`src/rtl/i2c_pkg.sv`:
```
// ---------------------------------------------------------------------------
// i2c_pkg
// Shared definitions for the I2C target register block:
//   - state_t   : protocol FSM states of the target
//   - REG_COUNT : number of 8-bit registers in the register file
//   - PTR_W     : width of the register pointer
//   - ptr_t     : pointer type, plus a wrapping increment helper
// ---------------------------------------------------------------------------
package i2c_pkg;

   localparam int REG_COUNT = 16;
   localparam int PTR_W     = 4;

   typedef logic [PTR_W-1:0] ptr_t;

   typedef enum logic [3:0] {
      ST_IDLE     = 4'd0,
      ST_ADDR     = 4'd1,
      ST_ADDR_ACK = 4'd2,
      ST_PTR      = 4'd3,
      ST_WR_DATA  = 4'd4,
      ST_WR_ACK   = 4'd5,
      ST_RD_DATA  = 4'd6,
      ST_RD_ACK   = 4'd7,
      ST_IGNORE   = 4'd8
   } state_t;

   // The pointer is exactly PTR_W bits wide, so the natural overflow of the
   // addition gives the modulo-16 wrap from 0x0F back to 0x00.
   function automatic ptr_t ptr_inc(input ptr_t p);
      return p + ptr_t'(1);
   endfunction

endpackage

```
`src/rtl/i2c_line_sync.sv`:
```
// ---------------------------------------------------------------------------
// i2c_line_sync
// Brings the asynchronous SCL/SDA bus levels into the clk domain and turns
// them into single-cycle event flags for the target FSM.
//
// Ports:
//   clk, rst   : system clock, asynchronous active-high reset
//   scl_i      : raw SCL bus level
//   sda_i      : raw SDA bus level
//   scl_rise   : one-clk pulse, SCL went low -> high
//   scl_fall   : one-clk pulse, SCL went high -> low
//   start_det  : one-clk pulse, START (SDA fell while SCL high)
//   stop_det   : one-clk pulse, STOP (SDA rose while SCL high)
//   sda_bit    : synchronized SDA level aligned with the flags above
// ---------------------------------------------------------------------------
module i2c_line_sync (
   input  logic clk,
   input  logic rst,
   input  logic scl_i,
   input  logic sda_i,
   output logic scl_rise,
   output logic scl_fall,
   output logic start_det,
   output logic stop_det,
   output logic sda_bit
);

   logic [1:0] scl_sync_q, scl_sync_d;
   logic [1:0] sda_sync_q, sda_sync_d;
   logic       scl_prev_q, scl_prev_d;
   logic       sda_prev_q, sda_prev_d;
   logic       scl_rise_q, scl_rise_d;
   logic       scl_fall_q, scl_fall_d;
   logic       start_q,    start_d;
   logic       stop_q,     stop_d;
   logic       sda_bit_q,  sda_bit_d;
   logic       scl_s,      sda_s;

   // Two-flop synchronizers feed a one-cycle history register per line.
   // Every event is registered once more so that all flags and the sampled
   // SDA value leave this block in the same cycle.
   always_comb begin
      scl_sync_d = {scl_sync_q[0], scl_i};
      sda_sync_d = {sda_sync_q[0], sda_i};
      scl_s      = scl_sync_q[1];
      sda_s      = sda_sync_q[1];
      scl_prev_d = scl_s;
      sda_prev_d = sda_s;
      scl_rise_d = scl_s & ~scl_prev_q;
      scl_fall_d = ~scl_s & scl_prev_q;
      // SCL must be high in both samples so that an SDA change racing an
      // SCL edge is never mistaken for a bus condition.
      start_d    = scl_s & scl_prev_q & sda_prev_q & ~sda_s;
      stop_d     = scl_s & scl_prev_q & ~sda_prev_q & sda_s;
      sda_bit_d  = sda_s;
   end

   // Idle bus is high, so the synchronizers reset to 1 to avoid a false
   // edge or condition straight after reset.
   always_ff @(posedge clk or posedge rst) begin
      if (rst) begin
         scl_sync_q <= 2'b11;
         sda_sync_q <= 2'b11;
         scl_prev_q <= 1'b1;
         sda_prev_q <= 1'b1;
         scl_rise_q <= 1'b0;
         scl_fall_q <= 1'b0;
         start_q    <= 1'b0;
         stop_q     <= 1'b0;
         sda_bit_q  <= 1'b1;
      end else begin
         scl_sync_q <= scl_sync_d;
         sda_sync_q <= sda_sync_d;
         scl_prev_q <= scl_prev_d;
         sda_prev_q <= sda_prev_d;
         scl_rise_q <= scl_rise_d;
         scl_fall_q <= scl_fall_d;
         start_q    <= start_d;
         stop_q     <= stop_d;
         sda_bit_q  <= sda_bit_d;
      end
   end

   assign scl_rise  = scl_rise_q;
   assign scl_fall  = scl_fall_q;
   assign start_det = start_q;
   assign stop_det  = stop_q;
   assign sda_bit   = sda_bit_q;

endmodule

```
`src/rtl/i2c_target_regs.sv`:
```
// ---------------------------------------------------------------------------
// i2c_target_regs
// I2C target exposing a 16 x 8-bit register file. A write transaction sets
// the register pointer with its first data byte and writes the following
// bytes at auto-incrementing addresses; a read transaction returns bytes
// from the current pointer, also auto-incrementing on each controller ACK.
//
// Parameters:
//   DEV_ADDR   : 7-bit bus address this target answers to
// Ports:
//   clk, rst   : system clock, asynchronous active-high reset
//   i2c_scl_i  : SCL bus level (asynchronous)
//   i2c_sda_i  : SDA bus level (asynchronous)
//   i2c_sda_o  : open-drain SDA drive, 1 = release, 0 = pull low
//   i2c_sda_t  : tristate enable, same value as i2c_sda_o
//   wr_strobe  : one-clk pulse per register byte written
//   wr_addr    : register index of the write, valid with wr_strobe
//   wr_data    : byte written, valid with wr_strobe
//   busy       : set by an address match, cleared by STOP/mismatch/reset
// ---------------------------------------------------------------------------
module i2c_target_regs
   import i2c_pkg::*;
#(
   parameter logic [6:0] DEV_ADDR = 7'h50
) (
   input  logic       clk,
   input  logic       rst,
   input  logic       i2c_scl_i,
   input  logic       i2c_sda_i,
   output logic       i2c_sda_o,
   output logic       i2c_sda_t,
   output logic       wr_strobe,
   output logic [3:0] wr_addr,
   output logic [7:0] wr_data,
   output logic       busy
);

   logic scl_rise, scl_fall, start_det, stop_det, sda_bit;

   state_t     state_q,     state_d;
   logic [3:0] bit_cnt_q,   bit_cnt_d;
   logic [7:0] shift_q,     shift_d;
   logic       rw_q,        rw_d;
   logic       ack_q,       ack_d;
   ptr_t       ptr_q,       ptr_d;
   logic       sda_q,       sda_d;
   logic       busy_q,      busy_d;
   logic       wr_strobe_q, wr_strobe_d;
   logic [3:0] wr_addr_q,   wr_addr_d;
   logic [7:0] wr_data_q,   wr_data_d;
   logic [7:0] regs_q [REG_COUNT];
   logic [7:0] regs_d [REG_COUNT];
   logic [7:0] full_byte;

   i2c_line_sync u_sync (
      .clk       (clk),
      .rst       (rst),
      .scl_i     (i2c_scl_i),
      .sda_i     (i2c_sda_i),
      .scl_rise  (scl_rise),
      .scl_fall  (scl_fall),
      .start_det (start_det),
      .stop_det  (stop_det),
      .sda_bit   (sda_bit)
   );

   // The byte as it stands once the bit sampled on this SCL rise is shifted
   // in; used on the 8th rise to act on a complete byte without waiting.
   assign full_byte = {shift_q[6:0], sda_bit};

   // Protocol FSM. STOP and START override whatever the FSM is doing. Bits
   // are taken on SCL rises, SDA is only moved on SCL falls.
   //
   // In the ACK states ack_q separates the two SCL falls around the 9th bit:
   // the first fall pulls SDA low, the second one releases it and moves on.
   // In RD_ACK ack_q instead records that the controller ACKed, so the next
   // fall loads the following byte.
   always_comb begin
      state_d     = state_q;
      bit_cnt_d   = bit_cnt_q;
      shift_d     = shift_q;
      rw_d        = rw_q;
      ack_d       = ack_q;
      ptr_d       = ptr_q;
      sda_d       = sda_q;
      busy_d      = busy_q;
      wr_strobe_d = 1'b0;
      wr_addr_d   = wr_addr_q;
      wr_data_d   = wr_data_q;
      regs_d      = regs_q;

      if (stop_det) begin
         state_d   = ST_IDLE;
         bit_cnt_d = 4'd0;
         ack_d     = 1'b0;
         sda_d     = 1'b1;
         busy_d    = 1'b0;
      end else if (start_det) begin
         state_d   = ST_ADDR;
         bit_cnt_d = 4'd0;
         ack_d     = 1'b0;
         sda_d     = 1'b1;
      end else begin
         case (state_q)
            ST_ADDR: begin
               if (scl_rise) begin
                  shift_d   = full_byte;
                  bit_cnt_d = bit_cnt_q + 4'd1;
                  if (bit_cnt_q == 4'd7) begin
                     bit_cnt_d = 4'd0;
                     if (full_byte[7:1] == DEV_ADDR) begin
                        state_d = ST_ADDR_ACK;
                        rw_d    = full_byte[0];
                        ack_d   = 1'b0;
                        busy_d  = 1'b1;
                     end else begin
                        state_d = ST_IDLE;
                        sda_d   = 1'b1;
                        busy_d  = 1'b0;
                     end
                  end
               end
            end

            ST_ADDR_ACK: begin
               if (scl_fall) begin
                  if (!ack_q) begin
                     sda_d = 1'b0;
                     ack_d = 1'b1;
                  end else begin
                     ack_d     = 1'b0;
                     bit_cnt_d = 4'd0;
                     if (rw_q) begin
                        // Releasing the ACK and presenting the first data
                        // bit happen on the same SCL fall.
                        state_d = ST_RD_DATA;
                        shift_d = regs_q[ptr_q];
                        sda_d   = regs_q[ptr_q][7];
                     end else begin
                        state_d = ST_PTR;
                        sda_d   = 1'b1;
                     end
                  end
               end
            end

            ST_PTR: begin
               if (scl_rise) begin
                  shift_d   = full_byte;
                  bit_cnt_d = bit_cnt_q + 4'd1;
                  if (bit_cnt_q == 4'd7) begin
                     bit_cnt_d = 4'd0;
                     ptr_d     = full_byte[PTR_W-1:0];
                     ack_d     = 1'b0;
                     state_d   = ST_WR_ACK;
                  end
               end
            end

            ST_WR_DATA: begin
               if (scl_rise) begin
                  shift_d   = full_byte;
                  bit_cnt_d = bit_cnt_q + 4'd1;
                  if (bit_cnt_q == 4'd7) begin
                     bit_cnt_d       = 4'd0;
                     regs_d[ptr_q]   = full_byte;
                     wr_strobe_d     = 1'b1;
                     wr_addr_d       = ptr_q;
                     wr_data_d       = full_byte;
                     ptr_d           = ptr_inc(ptr_q);
                     ack_d           = 1'b0;
                     state_d         = ST_WR_ACK;
                  end
               end
            end

            ST_WR_ACK: begin
               if (scl_fall) begin
                  if (!ack_q) begin
                     sda_d = 1'b0;
                     ack_d = 1'b1;
                  end else begin
                     sda_d     = 1'b1;
                     ack_d     = 1'b0;
                     bit_cnt_d = 4'd0;
                     state_d   = ST_WR_DATA;
                  end
               end
            end

            ST_RD_DATA: begin
               if (scl_rise) begin
                  bit_cnt_d = bit_cnt_q + 4'd1;
               end else if (scl_fall) begin
                  if (bit_cnt_q == 4'd8) begin
                     sda_d   = 1'b1;
                     ack_d   = 1'b0;
                     state_d = ST_RD_ACK;
                  end else begin
                     // Rotate so bit 6 becomes the next MSB on the wire.
                     shift_d = {shift_q[6:0], shift_q[7]};
                     sda_d   = shift_q[6];
                  end
               end
            end

            ST_RD_ACK: begin
               if (scl_rise) begin
                  if (!sda_bit) begin
                     ptr_d = ptr_inc(ptr_q);
                     ack_d = 1'b1;
                  end else begin
                     sda_d   = 1'b1;
                     state_d = ST_IGNORE;
                  end
               end else if (scl_fall && ack_q) begin
                  ack_d     = 1'b0;
                  bit_cnt_d = 4'd0;
                  shift_d   = regs_q[ptr_q];
                  sda_d     = regs_q[ptr_q][7];
                  state_d   = ST_RD_DATA;
               end
            end

            // IDLE and IGNORE only leave on START/STOP, handled above.
            default: begin
            end
         endcase
      end
   end

   // State, datapath and register file. The asynchronous reset releases SDA
   // immediately, even in the middle of an ACK.
   always_ff @(posedge clk or posedge rst) begin
      if (rst) begin
         state_q     <= ST_IDLE;
         bit_cnt_q   <= 4'd0;
         shift_q     <= 8'h00;
         rw_q        <= 1'b0;
         ack_q       <= 1'b0;
         ptr_q       <= '0;
         sda_q       <= 1'b1;
         busy_q      <= 1'b0;
         wr_strobe_q <= 1'b0;
         wr_addr_q   <= 4'd0;
         wr_data_q   <= 8'h00;
         regs_q      <= '{default: 8'h00};
      end else begin
         state_q     <= state_d;
         bit_cnt_q   <= bit_cnt_d;
         shift_q     <= shift_d;
         rw_q        <= rw_d;
         ack_q       <= ack_d;
         ptr_q       <= ptr_d;
         sda_q       <= sda_d;
         busy_q      <= busy_d;
         wr_strobe_q <= wr_strobe_d;
         wr_addr_q   <= wr_addr_d;
         wr_data_q   <= wr_data_d;
         regs_q      <= regs_d;
      end
   end

   assign i2c_sda_o = sda_q;
   assign i2c_sda_t = sda_q;
   assign wr_strobe = wr_strobe_q;
   assign wr_addr   = wr_addr_q;
   assign wr_data   = wr_data_q;
   assign busy      = busy_q;

endmodule

```
`config.mk`:
```
export PLATFORM = sky130hd
export DESIGN_NAME = i2c_target_regs
export DESIGN_NICKNAME = d
export VERILOG_FILES = /design/src/rtl/i2c_pkg.sv /design/src/rtl/i2c_line_sync.sv /design/src/rtl/i2c_target_regs.sv
export SDC_FILE = /design/constraint.sdc
export NUM_CORES = 1
export LEC_CHECK = 0
export ABC_CLOCK_PERIOD_IN_PS = 13200
export CORE_ASPECT_RATIO = 1.5
export CORE_MARGIN = 4
export CORE_UTILIZATION = 55
export CTS_BUF_LIST = sky130_fd_sc_hd__clkbuf_8
export DETAILED_ROUTE_END_ITERATION = 7
export PLACE_DENSITY = 0.69
export SLEW_MARGIN = 10
export SYNTH_ARGS = -nofsm -noshare
export SYNTH_HDL_FRONTEND = slang
export SYNTH_HIERARCHICAL = 1
export SYNTH_SLANG_ARGS = --single-unit
```
`constraint.sdc`:
```
create_clock -name clk -period 13.2 [get_ports clk]
set_clock_uncertainty 0.1 [all_clocks]
set_input_delay 1.98 -clock clk [delete_from_list [all_inputs] [get_ports clk]]
set_output_delay 1.98 -clock clk [all_outputs]
set_load 0.03 [all_outputs]
```
==> run_results.csv <==
group,metric,value,unit
run_status,status,"completed",
finish,multi_input_comb_area,3990,µm²
timing,final_min_period_over_clock_period,0.283,
logic_synthesis,asyncSetResetFlopFracSynth,1.00,
timing,worst_pin_slew,1.11,ns
pwr,lkg_pwr,4.32,nW
logic_synthesis,synth_edf_count,0,
global_routing,grt_pass1_vias,5599,
placed_design,hpwlAfterDp,13.0,mm
critical_path,cp-end-kind,"output pin",
route,number_of_detailed_routing_iterations_run_before_antenna_repair,6,
global_routing,grt_overflow_total,0,
global_routing,grt_max_degree,90,
finish,synthesis_to_finish_area_growth,6.84,%
clock_tree,clk_pin_slew_worst_paths,0.09,ns
clock_tree,tritoncts,"built",
pwr,maximum_vdd_drop,0.0628,mV
critical_path,ws_path_type,"reg -> out",
floorplanning,initial_core_util,0.558,
floorplanning,dieHeight,162,µm
logic_synthesis,post_syn_nets,652,
clock_tree,cts_buffer_depth,2,
route,ant_nets,0,
critical_path,crit_path_max_incr_delay,0.66,ns
worst_hold_path,holdPathStages,0,
critical_path,timing.critical_path.depth,1,
clock_tree,cts.sink_count,175,
timing,timing.setup.tns,0,ns
worst_hold_path,min_path_type,"reg -> reg",
worst_hold_path,worst_hold_start,"u_sync/scl_sync_q[0]",
floorplanning,core_area,15600,µm²
route,post-route-drc-count,0,
critical_path,critical_path_peak_fanout,3,
finish,fillerInstances,1221,
floorplanning,die_area,18000,µm²
critical_path,worst_path_max_delay_cell,"sky130_fd_sc_hd__clkdlybuf4s50_1",
critical_path,startpoint_type,"flip-flop",
logic_synthesis,synth-seq-area-share,0.504,
logic_synthesis,synthFlopType,"sky130_fd_sc_hd__dfrtp_1",
job,cap_violations,0,
placed_design,portBuffers,19,
logic_synthesis,mappedNetlistArea,8710,µm²
floorplanning,fp.dieW,111,µm
pwr,power_density,112,nW/µm²
finish,seq_area,4390,µm²
critical_path,critical_path.cell_chain,"clkdlybuf4s50_1",
critical_path,cp-startpoint,"i2c_sda_o",
finish,final_cell_mix,"sky130_fd_sc_hd__dfrtp_1, sky130_fd_sc_hd__mux2_2, sky130_fd_sc_hd__nand2_1",
timing,final_period_minus_worst_setup_slack,3.73,ns
logic_synthesis,synth_seq_cells,175,
critical_path,worst-r2r-cell-count,4,
finish,post-route-util,0.596,
route,avgViaCountPerCell,6.37,
finish,layout-drive-gt1-share,0.364,
clock_tree,cts_inserted_buffers,17,
route,wirelength,19.7,mm
floorplanning,num_io_pins,20,
logic_synthesis,syn_inst,642,
critical_path,worstPathBufferInverterCount,1,
timing,grt_setup_unrepaired,"no",
finish,layout.cells.most_common,"sky130_fd_sc_hd__dfrtp_1",
placed_design,globalplace.congestion,0.868,
critical_path,critPathRequiredTime,11.12,ns
critical_path,arrival,1.65,ns
finish,total_inserted_antenna_cells,0,
clock_tree,postCtsHoldBufs,0,
logic_synthesis,syn-mean-instance-area,13.6,µm²
clock_tree,insertion_delay,0.44,ns
pwr,total_power,0.00104,W
timing,hold_viol_final,0,
route,detail_route.iter0.violations,589,
route,num_vias,5355,
clock_tree,post-cts-setup-buffers,0,
global_routing,number_of_antenna_violations_at_the_first_check_in_global_routing,0,
finish,layout.nets,635,
logic_synthesis,synth.distinct_cells,61,
route,avgRoutedWirePerCell,23.4,µm
critical_path,critPathTopFamily,"buffers and inverters",
clock_tree,h-tree-depth,4,
floorplanning,rows,56,
timing,slew_violations,0,
critical_path,worstReg2RegStart,"ptr_q[0]",
global_routing,combined_global_route_utilization_of_all_metal_layers,0.226,
clock_tree,post_cts_resize_count,0,
logic_synthesis,yosysWarnings,6,
timing,finalSetupViolCount,0,
timing,relSlewSlack,0.257,
timing,clock.fmax,268,MHz
global_routing,grt_first_pass_wirelength,31.6,mm
clock_tree,cts_root_buffer,"sky130_fd_sc_hd__clkbuf_8",
-- final timing paths --
check	slack [ns]	to
max	9.47	i2c_sda_t
min	0.26	u_sync/scl_sync_q[1]
max reg2reg	10.11	shift_q[3]
min reg2reg	0.26	u_sync/scl_sync_q[1]
max in group asynchronous	9.51	ptr_q[0]
min in group asynchronous	1.81	u_sync/scl_fall
-- metrics by stage --
step	hold WS, ns	setup slack, ns	cell area [µm²]	std cells
after floorplan	0.245	6.66	8710	642
after global placement	0.248	9.00	8900	809
after detailed placement	0.249	8.90	8900	809
after CTS	0.262	9.39	9310	841
after global routing	0.271	9.12	9310	841
final	0.263	9.47	9310	841
-- state kept, by name, summed over array words and instances (netlist names) --
name	cells
wr_strobe	1
u_sync/sda_sync_q	2
state_q	4
u_sync/scl_rise	1
ptr_q	4
i2c_sda_o	1
u_sync/scl_prev_q	1
wr_data	8
u_sync/sda_prev_q	1
wr_addr	4
busy	1
u_sync/stop_det	1
regs_q	128
rw_q	1
shift_q	8
u_sync/scl_fall	1
u_sync/start_det	1
bit_cnt_q	4
u_sync/scl_sync_q	2
ack_q	1
-- report_power, final --
part           internal, W  switching [W]
combinational    0.0000358      0.0000589
clock             0.000177       0.000200
sequential        0.000545      0.0000227
-- synthesized netlist by cell type (2+ instances only) --
cell type	instances	area, µm²
sky130_fd_sc_hd__and3b_1	2	17.5
sky130_fd_sc_hd__and2_1	6	37.5
sky130_fd_sc_hd__a31oi_1	5	31.3
sky130_fd_sc_hd__nand3_1	11	55.1
sky130_fd_sc_hd__mux2i_1	4	40.0
sky130_fd_sc_hd__nor2_1	20	75.1
sky130_fd_sc_hd__nand3b_1	5	37.5
sky130_fd_sc_hd__mux4_1	15	394
sky130_fd_sc_hd__nor3_1	4	20.0
sky130_fd_sc_hd__mux2_2	150	1690
sky130_fd_sc_hd__dfrtp_1	168	4200
sky130_fd_sc_hd__a211oi_1	4	30.0
sky130_fd_sc_hd__nor3b_1	2	15.0
sky130_fd_sc_hd__a21oi_1	14	70.1
sky130_fd_sc_hd__and4_1	2	17.5
sky130_fd_sc_hd__o21ai_0	12	60.1
sky130_fd_sc_hd__o211ai_1	7	52.6
sky130_fd_sc_hd__ha_1	6	75.1
sky130_fd_sc_hd__clkbuf_1	21	78.8
sky130_fd_sc_hd__mux4_2	24	541
sky130_fd_sc_hd__buf_1	8	30.0
sky130_fd_sc_hd__o21a_1	5	37.5
sky130_fd_sc_hd__and4b_1	2	20.0
sky130_fd_sc_hd__mux2_4	6	90.1
sky130_fd_sc_hd__and3_1	18	113
sky130_fd_sc_hd__dfstp_2	7	184
sky130_fd_sc_hd__buf_2	24	120
sky130_fd_sc_hd__o2111ai_1	2	17.5
sky130_fd_sc_hd__o21ai_1	2	10.0
sky130_fd_sc_hd__nand2_1	25	93.8
sky130_fd_sc_hd__a32oi_1	2	17.5
sky130_fd_sc_hd__o22ai_1	2	12.5
sky130_fd_sc_hd__nand2b_1	6	37.5
sky130_fd_sc_hd__buf_4	3	22.5
sky130_fd_sc_hd__nor2b_1	8	50.1
sky130_fd_sc_hd__nand4_1	3	18.8
sky130_fd_sc_hd__nor4bb_1	2	20.0
sky130_fd_sc_hd__inv_1	8	30.0
sky130_fd_sc_hd__buf_6	5	56.3
-- logic make-up (layout without fill, tap and decap cells) --
family	count (synthesis)	count (layout)	synth area share
mux	199	199	0.316
buf+inv	70	66	0.0392
simple gates	123	123	0.0797
compound gates	68	68	0.0518
fa+ha+maj	6	6	0.00862
xor+xnor	1	1	0.00101
flops	175	175	0.504
-- per-layer routing --
layer	global-route usage	vias up	share of wire
li1	-	2346	-
met1	0.275	2772	0.40
met2	0.396	178	0.52
met3	0.0306	59	0.032
met4	0.108	0	0.043
met5	0	-	0
-- layout make-up --
class,instances,area share
Sequential cell,175,0.472
Multi-Input combinational cell,397,0.428
Tap cell,203,0.0273
Clock buffer,18,0.0266
Timing Repair Buffer,25,0.0253
Clock inverter,14,0.0169
Inverter,9,0.00417
Power figures use the tool's default switching activity.
==> patch: new RTL, same settings <==
Reset style: synchronous (`rst`), changed in 2 clocked blocks. Comments in the files are not updated.
--- a/src/rtl/i2c_line_sync.sv
+++ b/src/rtl/i2c_line_sync.sv
@@ -57,7 +57,7 @@
 
    // Idle bus is high, so the synchronizers reset to 1 to avoid a false
    // edge or condition straight after reset.
-   always_ff @(posedge clk or posedge rst) begin
+   always_ff @(posedge clk) begin
       if (rst) begin
          scl_sync_q <= 2'b11;
          sda_sync_q <= 2'b11;
--- a/src/rtl/i2c_target_regs.sv
+++ b/src/rtl/i2c_target_regs.sv
@@ -231,7 +231,7 @@
 
    // State, datapath and register file. The asynchronous reset releases SDA
    // immediately, even in the middle of an ACK.
-   always_ff @(posedge clk or posedge rst) begin
+   always_ff @(posedge clk) begin
       if (rst) begin
          state_q     <= ST_IDLE;
          bit_cnt_q   <= 4'd0;
Behaviour: same outputs for any inputs over 4 cycles, from zero or initial values and one cycle with rst high; that may be too few to reach the edited logic, so the function may still have changed.
==> patch against the original RTL <==
Wire length increased by 6.3%; sequential cell count unchanged; maximum frequency up 3.6%; worst setup slack improved by 0.13 ns; area after synthesis decreased by 4.0%; first-iteration DRC count up 2.4%; cell area is 4.4% lower; largest cell class is now multi-input gates.
Power is not compared: it rests on default switching activity, and its combinational part moved more than twofold at a synthesized area within 25%.
==> patch: results (changes against the original RTL) <==
\begin{tabular}{lr}
\hline
Metric & Value \\
\hline
\multicolumn{2}{l}{\textbf{Final layout}} \\
\quad Multi-input gate area in the final layout & 4400 µm² (+10\%) \\
\quad Area growth, synth to finish & 6.34\% \\
\quad Clock Buffer Count & 17 (-1) \\
\quad Final non-filler cell total & 1152 (+37\%) \\
\quad Storage cell area & 3500 µm² (-20\%) \\
\quad Multi-input gates & 709 (+79\%) \\
\quad Post-route cell area & 8900 µm² (-4.4\%) \\
\quad Inverters, non-clock & 10 (+1) \\
\multicolumn{2}{l}{\textbf{Place}} \\
\quad Placer's final routability congestion estimate & 0.851 (-2.0\%) \\
\quad Dpl cells & 1120 (+38\%) \\
\quad Worst slack at placement & 9.25 ns (+0.348 ns) \\
\quad Total half-perimeter wirelength after legalization and detailed placement & 13100 µm (+0.16\%) \\
\quad Placed inst area & 8440 µm² (-5.2\%) \\
\multicolumn{2}{l}{\textbf{Synth}} \\
\quad Fraction of the mapped netlist area in adder cells & 0.00897 (+0.000356) \\
\quad Sequential area share after synthesis & 0.419 (-0.0849) \\
\quad Most used flip-flop cell after synthesis & sky130\_fd\_sc\_hd\_\_dfxtp\_1 \\
\quad Compound-cell area share of the yosys netlist & 0.139 (+0.0871) \\
\quad Mux share of post-synthesis cell area & 0.138 (-0.178) \\
\quad Synth cell types & 74 (+21\%) \\
\quad Top-area cell type share of the netlist area & 0.419 (-0.0638) \\
\quad Synth area leaders & sky130\_fd\_sc\_hd\_\_dfxtp\_1 (42\%), sky130\_fd\_sc\_hd\_\_nand2\_1 (11\%), sky130\_fd\_sc\_hd\_\_a21oi\_1 (7.9\%) \\
\quad Post-Synth XOR/XNOR Area & 0.00314 (+0.00213) \\
\multicolumn{2}{l}{\textbf{Status}} \\
\quad Status & completed \\
\multicolumn{2}{l}{\textbf{Min path}} \\
\quad Launch point of the worst hold path & u\_sync/scl\_sync\_q[0] \\
\multicolumn{2}{l}{\textbf{Drt}} \\
\quad Starting DRC count in detailed routing & 603 (+2.4\%) \\
\quad Vias after detailed routing & 6833 (+28\%) \\
\quad Post-detailed-routing wire length & 20900 µm (+6.3\%) \\
\multicolumn{2}{l}{\textbf{Setup path}} \\
\quad Worst reg2reg path startpoint & state\_q[1] \\
\quad Highest cell delay on the worst timing path & 0.69 ns (+0.03 ns) \\
\multicolumn{2}{l}{\textbf{Global route}} \\
\quad Number of global-route vias before repair & 6494 (+16\%) \\
\quad Pin count of the biggest net entering global routing & 100 (+11\%) \\
\quad Global-route wire length before repair & 34200 µm (+8.3\%) \\
\quad Gr usage total & 0.251 (+0.0253) \\
\multicolumn{2}{l}{\textbf{CTS}} \\
\quad Source-to-sink clock delay at the later pin of the worst-skew pair & 0.47 ns (+0.03 ns) \\
\hline
\end{tabular}
## patch: changes by cell type in the layout (fill, tap and decap cells not counted), sizes merged, moves of 19 or more
cell,before,now
dfxtp,0,175
nand2,25,243
a21oi,14,132
mux2,156,16
dfrtp,168,0
mux2i,4,41
nor3,4,23
nor2,20,58
## patch: layer usage
layer  up-vias  track usage  wire (µm)
li1       3305            -          -
met1      3281        0.324       8840
met2       210        0.418      10600
met3        37       0.0454        919
met4         0       0.0873        480
met5         -            0          0
## patch: path summary, 6_finish.rpt
path,cells after the start,slack (ns),endpoint
setup / recovery,1,9.60,i2c_sda_o
setup reg to reg,5,10.24,regs_q[21]
hold / removal,1,0.30,u_sync/scl_sync_q[1]
hold reg to reg,1,0.30,u_sync/scl_sync_q[1]
## patch: worst register-to-register path: cells and delay by family, from the launching register on
family        cells  cell delay [ns]
simple gates      4             1.78
flops             1             0.63
mux               1             0.32
## patch: power by group
part,switching [mW],internal (mW)
logic,0.0133,0.00449
clock network,0.218,0.198
registers,0.00156,0.529
total,0.233,0.731
